### src/rtl/flag_stack_reg.sv
// Status-flag register with masked ALU update, sticky accumulation and a
// LIFO save/restore stack for call/interrupt entry and return.
module flag_stack_reg #(
  parameter int NUM_FLAGS = 4,
  parameter int DEPTH     = 4,
  parameter int DW        = $clog2(DEPTH + 1)
) (
  input  logic                 clk,
  input  logic                 reset,
  input  logic                 update_en,
  input  logic [NUM_FLAGS-1:0] update_mask,
  input  logic [NUM_FLAGS-1:0] flags_in,
  input  logic                 push,
  input  logic                 pop,
  input  logic                 sticky_clr,
  output logic [NUM_FLAGS-1:0] flags_out,
  output logic [NUM_FLAGS-1:0] sticky_out,
  output logic [DW-1:0]        depth_out,
  output logic                 full,
  output logic                 empty,
  output logic                 stack_err
);

  localparam int AW = (DEPTH > 1) ? $clog2(DEPTH) : 1;

  logic [NUM_FLAGS-1:0] mem [DEPTH];
  logic [NUM_FLAGS-1:0] flags_q;
  logic [NUM_FLAGS-1:0] sticky_q;
  logic [DW-1:0]        depth_q;
  logic                 err_q;

  logic                 do_push;
  logic                 do_pop;
  logic                 collide;
  logic                 is_full;
  logic                 is_empty;
  logic                 push_ok;
  logic                 pop_ok;
  logic                 err_now;
  logic [NUM_FLAGS-1:0] upd_flags;
  logic [NUM_FLAGS-1:0] new_set;
  logic [DW-1:0]        depth_m1;
  logic [AW-1:0]        wr_idx;
  logic [AW-1:0]        rd_idx;

  assign do_push  = push & ~pop;
  assign do_pop   = pop & ~push;
  assign collide  = push & pop;
  assign is_full  = (depth_q == DW'(DEPTH));
  assign is_empty = (depth_q == '0);
  assign push_ok  = do_push & ~is_full;
  assign pop_ok   = do_pop & ~is_empty;
  assign err_now  = (do_push & is_full) | (do_pop & is_empty) | collide;

  assign upd_flags = update_en ? ((update_mask & flags_in) | (~update_mask & flags_q))
                               : flags_q;
  assign new_set   = {NUM_FLAGS{update_en}} & update_mask & flags_in;

  // Slot indices: writes land at depth (only when not full), reads come from
  // depth-1 (only when not empty), so both always fit in AW bits.
  assign depth_m1 = depth_q - DW'(1);
  assign wr_idx   = depth_q[AW-1:0];
  assign rd_idx   = depth_m1[AW-1:0];

  // Stack storage holds no reset: entries above depth are never read.
  always_ff @(posedge clk) begin
    if (!reset && push_ok) begin
      mem[wr_idx] <= flags_q;
    end
  end

  always_ff @(posedge clk) begin
    if (reset) begin
      flags_q  <= '0;
      sticky_q <= '0;
      depth_q  <= '0;
      err_q    <= 1'b0;
    end else begin
      // A successful pop restores the saved flags and discards the ALU update.
      flags_q  <= pop_ok ? mem[rd_idx] : upd_flags;
      sticky_q <= (sticky_clr ? '0 : sticky_q) | new_set;
      if (push_ok) begin
        depth_q <= depth_q + DW'(1);
      end else if (pop_ok) begin
        depth_q <= depth_m1;
      end
      if (err_now) begin
        err_q <= 1'b1;
      end else if (sticky_clr) begin
        err_q <= 1'b0;
      end
    end
  end

  assign flags_out  = flags_q;
  assign sticky_out = sticky_q;
  assign depth_out  = depth_q;
  assign full       = is_full;
  assign empty      = is_empty;
  assign stack_err  = err_q;

endmodule
### config.mk
export PLATFORM = sky130hd
export DESIGN_NAME = flag_stack_reg
export DESIGN_NICKNAME = d
export VERILOG_FILES = /design/src/rtl/flag_stack_reg.sv
export SDC_FILE = /design/constraint.sdc
export NUM_CORES = 1
export LEC_CHECK = 0
export CAP_MARGIN = 30
export CELL_PAD_IN_SITES_DETAIL_PLACEMENT = 1
export CELL_PAD_IN_SITES_GLOBAL_PLACEMENT = 1
export CORE_MARGIN = 2
export CORE_UTILIZATION = 40
export CTS_CLUSTER_SIZE = 28
export DETAILED_ROUTE_END_ITERATION = 10
export PLACE_DENSITY_LB_ADDON = 0.08
export RECOVER_POWER = 100
export REMOVE_ABC_BUFFERS = 1
export SLEW_MARGIN = 20
export SYNTH_ARGS = -nofsm -noshare
export SYNTH_HDL_FRONTEND = slang
export SYNTH_SLANG_ARGS = --single-unit
### constraint.sdc
create_clock -name clk -period 6.4 [get_ports clk]
set_clock_uncertainty 0.2 [all_clocks]
set_input_delay 1.28 -clock clk [delete_from_list [all_inputs] [get_ports clk]]
set_output_delay 1.28 -clock clk [all_outputs]
set_load 0.05 [all_outputs]
==> out/qor.yml <==
timing:
  rsz0062_at_grt: "no"
  relSlewSlack_pct: 53.1
  finalMaxSlewViolations: 0
  tns_ps: 0
  holdWs_ps: 280
  setup_viol: 0
  period_share_pct: 60.0
  period_minus_slack_ps: 3840
  setup_ws_ps: 2560
  worst_pin_slew_ps: 702
  fmax_mhz: 261
  hold_viol_final: 0
synth:
  synthAdderAreaFrac_pct: 5.99
  yosysSeqAreaShare_pct: 57.5
  synth_flop_cell: "edfxtp_1"
  syn_area_sq_mm: 0.00125
  synth_mux_area_share_pct: 7.19
  synth_most_common_cell: "edfxtp_1"
  synth_compound_area_share_pct: 9.28
  ys_async_sr_fraction_pct: 0
  avgSynthCellArea_sq_um: 12.2
  synth_edf_count: 16
  synth-simple-area-share_pct: 14.9
  ys_warn_count: 0
  synth-seq-cells: 28
  yosys-top-cells-area: "edfxtp_1 38%, dfxtp_1 19%, mux4_2 7.2%"
  synth_top_family_by_area: "simple AND/OR/NAND/NOR gates"
  synth_common_cells: "16 x edfxtp_1, 12 x dfxtp_1, 10 x a21oi_1"
  synthesis.instances: 103
  yosysTopAreaCell: "edfxtp_1"
  yosysTopAreaCellShare_pct: 38.3
  synth-xor-area-share_pct: 0.699
  synthDistinctLibCells: 27
clocking:
  hold_buffers: 0
  cts-resized-gates: 0
  post_cts_buffers: 0
  cts.sinks: 28
  cts_buffer_depth: 2
  cts_tree: "built"
  numCtsBuffers: 3
  clk_pin_slew_worst_paths_ps: 160
  insertion_delay_ps: 330
  root_buffer: "clkbuf_4"
  htree_levels: 1
placement:
  numPortBuffers: 27
  dp_hpwl_mm: 2.11
  gp_congestion: 0.744
  pre_cts_slack_ps: 2950
cells_and_area:
  fillCellCount: 332
  area_delta_synth_final_pct: 26.7
  antenna_cells: 0
  drive_above_1_share_pct: 8.53
  multi_input_area_sq_um: 475
  layout.nets: 150
  seq_area_sq_um: 721
die:
  die_h_microns: 60.0
  io-pin-count: 28
  die_w_microns: 60.0
  start_util_pct: 41.4
  die_area_sq_mm: 0.00360
  core_area_sq_mm: 0.00303
  rows: 20
worst_setup_path:
  critical_path_class: "register to output port"
  worstPathMaxFanout: 8
  cp.arrival_ps: 2360
  r2r-start: "depth_out[0]"
  endpoint_kind: "output port"
  crit_start: "depth_out[0]"
  crit_required_ps: 4920
  startpoint_type: "register"
route:
  wl_mm: 2.73
  via_count: 883
  drc_errors: 0
  drt-pass1-iter-count: 4
  ant_nets: 0
  drtIter0Drc: 29
  wl_per_cell_microns: 15.8
  viasPerCell: 5.10
grt:
  grt_pass1_wl_mm: 4.26
  grt_pass1_vias: 901
  track_usage_pct: 16.7
  antenna_found_initial: 0
  grt_max_degree: 17
  gr-total-overflow: 0
power:
  ir_worst_vdd_mv: 0.125
  p_leak_uw: 0.000578
  power.density_mw_per_mm2: 281
hold_path:
  hp-class: "register to register"
  hold_start: "sticky_out[3]"
run_status:
  status: "completed"
run:
  max_cap_violations: 0
cell families after synthesis:
kind of cell | count (synthesis)
muxes | 4
DFF | 28
buffers and inverters | 9
AOI/OAI and AO/OA | 19
and+or+nand+nor | 36
adders and majority gates | 6
xor gates and xnor gates | 1
power by group:
group	switching [uW]	internal (uW)	total, uW	leakage, uW
Combinational	72.1	45.0	117	0.000304
Sequential	11.5	202	213	0.000246
Clock	53.6	63.3	117	0.0000279
stage by stage:
step	instances	total power (uW)	area, sq um	utilization (%)
4_1_cts	173	455	1590	52.5
2_1_floorplan	98	295	1210	-
5_1_grt	173	468	1590	52.5
6_report	173	447	1590	52.5
3_3_place_gp	169	337	1540	50.8
3_5_place_dp	169	340	1540	50.8
placed cells by master (no fill, tap or decap), drive strengths merged:
master / instances
nor3: 1
edfxtp: 16
mux4: 4
xnor2: 1
dfxtp: 12
and2b: 1
ha: 6
dlygate4sd3: 16
clkbuf: 3
inv: 4
a21oi: 10
nor3b: 1
and2: 4
a31oi: 3
a211oi: 3
nor2: 8
o21ai: 2
nand2b: 5
or3b: 1
clkdlybuf4s50: 11
nor2b: 1
bufinv: 1
a311oi: 1
nand3: 5
nand2: 9
worst paths after layout:
check,to,slack (ps),cells after the start
setup reg to reg,depth_out[0],3870,7
hold reg to reg,sticky_out[3],280,2
setup / recovery,empty,2560,4
hold / removal,sticky_out[3],280,2
critical path, stage by stage, from the launching register on:
cell and delay [ps]:
dfxtp_1 590, inv_1 180, ha_1 250, ha_1 230, dlygate4sd3_1 780
routing by layer:
metal	part of all wire [%]	wire length (microns)	vias to the layer above	track usage (%)
met5	0	0	-	0
met4	0.95	26	0	5.71
met3	3.3	90	4	3.03
met2	52	1410	22	28.7
met1	44	1200	435	20.9
li1	-	-	422	-
area by class of cell:
type | count | area share (%)
Multi-Input combinational cell | 66 | 29.9
Timing Repair Buffer | 27 | 17.0
Inverter | 4 | 0.945
Clock buffer | 3 | 1.42
Sequential cell | 28 | 45.4
Tap cell | 44 | 3.46
Clock inverter | 1 | 1.89
Power figures use the tool's default switching activity.
